[src/rtl/crc8_pkg.sv]
// Shared CRC-8 definitions for the LED matrix link (transmit generator and receive checker).
package crc8_pkg;

   localparam int unsigned BYTE_W    = 8;
   localparam int unsigned BITCNT_W  = 3;
   localparam int unsigned STAT_W    = 16;
   localparam logic [7:0]  CRC8_POLY = 8'h8E;
   localparam logic [7:0]  CRC8_INIT = 8'h00;

   typedef enum logic {
      ST_IDLE = 1'b0,
      ST_CALC = 1'b1
   } chk_state_e;

   typedef struct packed {
      logic crc_ok;
      logic len_err;
   } frame_status_t;

   // One bit-serial iteration: conditional XOR with the divisor, then shift left.
   function automatic logic [7:0] crc8_step(input logic [7:0] rem, input logic [7:0] poly);
      logic [7:0] t;
      t = rem[7] ? (rem ^ poly) : rem;
      return {t[6:0], 1'b0};
   endfunction

endpackage

[src/rtl/crc_frame_checker_engine.sv]
// crc8_serial_engine: divides one loaded byte by the CRC-8 polynomial, one bit per cycle.
module crc8_serial_engine
   import crc8_pkg::*;
#(
   parameter logic [7:0] POLY = CRC8_POLY
) (
   input  logic              clk,
   input  logic              rst_n,
   input  logic              i_load,
   input  logic [BYTE_W-1:0] i_data,
   output logic              o_done_c,
   output logic [BYTE_W-1:0] o_rem_nxt_c
);

   logic [BYTE_W-1:0]   r_rem;
   logic [BITCNT_W-1:0] r_bit_cnt;
   logic                r_busy;
   logic [BYTE_W-1:0]   w_rem_step;

   assign w_rem_step  = crc8_step(r_rem, POLY);
   assign o_rem_nxt_c = w_rem_step;
   // Asserted during the eighth iteration so the caller can capture the result on that edge.
   assign o_done_c    = r_busy && (r_bit_cnt == BITCNT_W'(BYTE_W - 1));

   always_ff @(posedge clk or negedge rst_n) begin
      if (!rst_n) begin
         r_rem     <= '0;
         r_bit_cnt <= '0;
         r_busy    <= 1'b0;
      end else if (i_load) begin
         r_rem     <= i_data;
         r_bit_cnt <= '0;
         r_busy    <= 1'b1;
      end else if (r_busy) begin
         r_rem     <= w_rem_step;
         r_bit_cnt <= r_bit_cnt + BITCNT_W'(1);
         if (o_done_c) r_busy <= 1'b0;
      end
   end

endmodule

[config.mk]
export PLATFORM = sky130hd
export DESIGN_NAME = crc8_serial_engine
export DESIGN_NICKNAME = d
export VERILOG_FILES = /design/src/rtl/crc8_pkg.sv /design/src/rtl/crc_frame_checker_engine.sv
export SDC_FILE = /design/constraint.sdc
export NUM_CORES = 1
export LEC_CHECK = 0
export ABC_AREA = 1
export CAP_MARGIN = 20
export CORE_MARGIN = 1
export CORE_UTILIZATION = 50
export CTS_BUF_LIST = sky130_fd_sc_hd__clkbuf_8
export CTS_CLUSTER_SIZE = 28
export DETAILED_ROUTE_END_ITERATION = 16
export PLACE_DENSITY = 0.84
export SETUP_SLACK_MARGIN = 0.2
export SLEW_MARGIN = 10
export SYNTH_ARGS = -nofsm -noshare
export SYNTH_HDL_FRONTEND = slang
export SYNTH_SLANG_ARGS = --single-unit
[constraint.sdc]
create_clock -name clk -period 3 [get_ports clk]
set_input_delay 0.6 -clock clk [delete_from_list [all_inputs] [get_ports clk]]
set_output_delay 0.6 -clock clk [all_outputs]
set_load 0.01 [all_outputs]
* After elaboration in Yosys (flattened, before gate mapping) *
Index checks and enable logic that the tools add are counted.

operators by class
  add/subtract/negate cells = 1
  eq/ne operators = 1
  muxes and demuxes = 8
  bitwise gates (word level) = 1
  reductions and logical operators = 2

operators by type and width
  cell                   number
  $mux W8                2
  $mux W3                2
  $mux W4                1
  $add A3 B1 Y3 const B  1
  $eq A3 B3 Y1 const B   1
  $mux W1                3
  $not A3 Y3             1
  $reduce_bool A2 Y1     1
  $logic_and A1 B1 Y1    1

word-level totals
  register bits after elaboration = 12
  bits of input ports = 11
  word-level logic and storage cells = 16

* Depth between registers and ports, before layout *
  word-level depth = 5
  mapped depth = 5

* Worst setup path before layout *
Ideal clock, no wire load.

  kind = register to output
  start = register r_bit_cnt[0]
  end = output port o_done_c
  arrival = 0.845 ns
  required time = 2.400 ns
  path slack = 1.555 ns
  stages on the path, launching flop included = 5
  buffers on the path = 0
  cells stage by stage = dfrtp_1 -> ha_1 -> ha_1 -> nand2_1 -> inv_1

between the ends
  word-level cells in the longest chain between the ends = 2

RTL lines
  item                      RTL line                        RTL
  start: declaration        crc_frame_checker_engine.sv:16  logic [BITCNT_W-1:0] r_bit_cnt;
  start signal: assignment  crc_frame_checker_engine.sv:36  r_bit_cnt <= r_bit_cnt + BITCNT_W'(1);
  $eq A3 B3 Y1              crc_frame_checker_engine.sv:23  assign o_done_c = r_busy && (r_bit_cnt == BITCNT_W'(BYTE_W - 1));
  $logic_and A1 B1 Y1       crc_frame_checker_engine.sv:23
  end: declaration          crc_frame_checker_engine.sv:11  output logic o_done_c,

No other way between the ends.

* Final worst setup path *
Ends and elaborated chain as after synthesis.

==> metrics.txt <==
final antenna-violating net count 0; arrival time of the worst setup path 1.58 ns; EDFF count, synth 0; PnR worst setup slack 0.8191 ns; clk_lat worst skew 0.24 ns; CTS clk-pin slew, worst paths 0.05 ns; area grow syn2layout 26.53%; top cells by count, synth nand2_1 (36), dfrtp_1 (12), inv_1 (9); Post-Route WL 1306 um; share of layout cells above drive strength 1 8.081%; status finished, final reports clean; final period utilization 72.70%; Boundary Pins 20; startpoint type of the worst setup path register; multi-input logic area 276.5 um^2; Slew @ Worst Pin 0.5578 ns; average size of a mapped cell 7.934 um^2; PortBufs 18; Post-CTS Setup Bufs 0; max-slew violation count 0; post-DP HPWL 875.7 um; FILL cells 91; CTS tree done; Endpoint, Worst Hold r_rem[2]; row count 12; # diodes 0; Seq cells post-synth 12; Final Wtd Congestion 0.7633; Worst VDD drop 0.3965 mV; CP max FO 3; CTS max path bufs 2; Seq pwr share 45.6%; register area 300.3 um^2; met1 usage 25.86%; leakage power 0.4479 nW; TritonCTS Buffers 3; Hold Path Depth 2; max cap viols 0; Cell Area, Synth 674.4 um^2; Fmax achieved 458.5 MHz; CORE AREA 1186 um^2; Clk pwr share 34.7%; First DRT Iteration DRCs 14; HP Start r_rem[2]; Area contributors post-synth dfrtp_1 (45%), nand2_1 (20%), buf_4 (5.6%); routed vias 535; synth warn 0; Logic pwr share 19.7%; GRT Total Usage 22.04%; Setup Skew 0.001008 ns; CTS sink count 12; initial antenna violation count 0; Design Power 0.4125 mW; Starting Density 56.86%; register area share after synthesis 44.53%; fraction of registers with async set or reset after synthesis 100.0%; flop2flop setup slack 1.89 ns; R2R Path End r_bit_cnt[1]; TritonRoute pass-1 iters 4; M2 GR Usage 34.58%; first-pass GRT wire length 2097 um; number of global-route vias before repair 492; CP required 2.40 ns; vias per inst 4.735; Die X 38.73 um; Remaining DRCs 0; Routed WL per cell 11.56 um; CTS Hold Bufs 0; Sw Ratio 25.21%; power per standard cell area 483.4 nW/um^2; die span in y 38.73 um; number of cells produced by synthesis 85; Nets 114; Yosys top cell area share 44.53%; final worst path period need 2.181 ns; Final Hold Fails 0; internal power 0.3085 mW; Worst R2R Path Depth 3; sum of negative setup slack 0 ns; GR Util met3 5.202%; die area 1500 um^2; pre-CTS WS 0.8998 ns; dpl cells 110; Top FF cell, synth dfrtp_1; synth unique cells 15; NetSw 0.1040 mW; Syn Nets 98; RSZ-0062 raised after global routing false; Setup violations, final 0; Critical Path Sink Type output port; global route overflow 0; area leader, netlist dfrtp_1; Worst slew margin 62.70%; Root Buffer clkbuf_8; Setup CP Type reg2out; gr busiest metal met2; non-filler cells, final 113; RR Startpoint r_busy; Min Hold Slack 0.5059 ns; Resize count post-CTS 0; Hold Crit Class reg2reg; most common cell in the netlist nand2_1; largest net degree at the start of global routing 13; H-tree depth 1
-- cell families (layout without fill, tap and decap cells) --
| group | count (synthesis) | after routing | synth area share, % |
|---|---|---|---|
| flip-flops | 12 | 12 | 44.53 |
| AND/OR/NAND/NOR | 48 | 48 | 31.91 |
| other | 1 | 1 | 0.5561 |
| adder cells (fa/ha/maj) | 2 | 2 | 3.710 |
| buffers and inverters | 17 | 31 | 14.47 |
| AO/OA/AOI/OAI | 5 | 5 | 4.824 |
-- critical path: stages, from the launching register on --
cell and delay [ns]:
dfrtp_1 0.40, ha_1 0.20, ha_1 0.18, nand2_1 0.06
inv_1 0.04, clkdlybuf4s50_1 0.47
-- cells in the final DEF, fill, tap and decap left out, drive strengths merged --
master,synthesis,final
clkdlybuf4s50,0,18
nor2,2,2
ha,2,2
nand3,7,7
nand2,36,36
o21ai,2,2
clkbuf,0,3
conb,1,1
inv,10,10
and2,3,3
a21oi,3,3
dfrtp,12,12
-- area by class of cell --
| class | instances | area share [%] |
|---|---|---|
| Inverter | 10 | 4.399 |
| Sequential cell | 12 | 35.19 |
| Timing Repair Buffer | 18 | 21.11 |
| Multi-Input combinational cell | 56 | 32.40 |
| Clock buffer | 3 | 4.839 |
| Tap cell | 14 | 2.053 |
-- worst max path at each step --
stage | endpoint | from | slack (ns) | depth (start not counted)
floorplan | o_done_c | r_bit_cnt[0] | 1.55 | 4
global placement | r_rem[1] | i_load | 0.95 | 4
detailed placement | r_bit_cnt[1] | i_load | 0.90 | 4
CTS | o_done_c | r_bit_cnt[0] | 0.81 | 5
global route | o_done_c | r_bit_cnt[0] | 0.72 | 5
finish | o_done_c | r_bit_cnt[0] | 0.82 | 5
-- sequential cells by signal, summed over array words and instances (netlist names) --
name / count
r_bit_cnt: 3
r_busy: 1
r_rem: 8
-- layer usage --
| layer | up-vias | wire length (um) |
|---|---|---|
| met5 | - | 0 |
| li1 | 282 | - |
| met2 | 14 | 623 |
| met1 | 234 | 590 |
| met3 | 5 | 56 |
| met4 | 0 | 36 |
-- power groups by stage --
stage                     Sequential (mW)  Combinational (mW)  Clock [mW]
after floorplan                     0.187              0.0476           0
after global placement              0.189              0.0791           0
after detailed placement            0.190              0.0811           0
after CTS                           0.188              0.0824       0.147
after global routing                0.189              0.0898       0.155
final                               0.188              0.0812       0.143
-- metrics by stage --
step	utilization, %	cell area (um^2)
6_report	71.94	853.3
5_1_grt	71.94	853.3
4_1_cts	71.94	853.3
3_5_place_dp	68.46	812.0
3_3_place_gp	68.46	812.0
2_1_floorplan	-	674.4
Note: power is estimated with default switching activity, not from simulation.
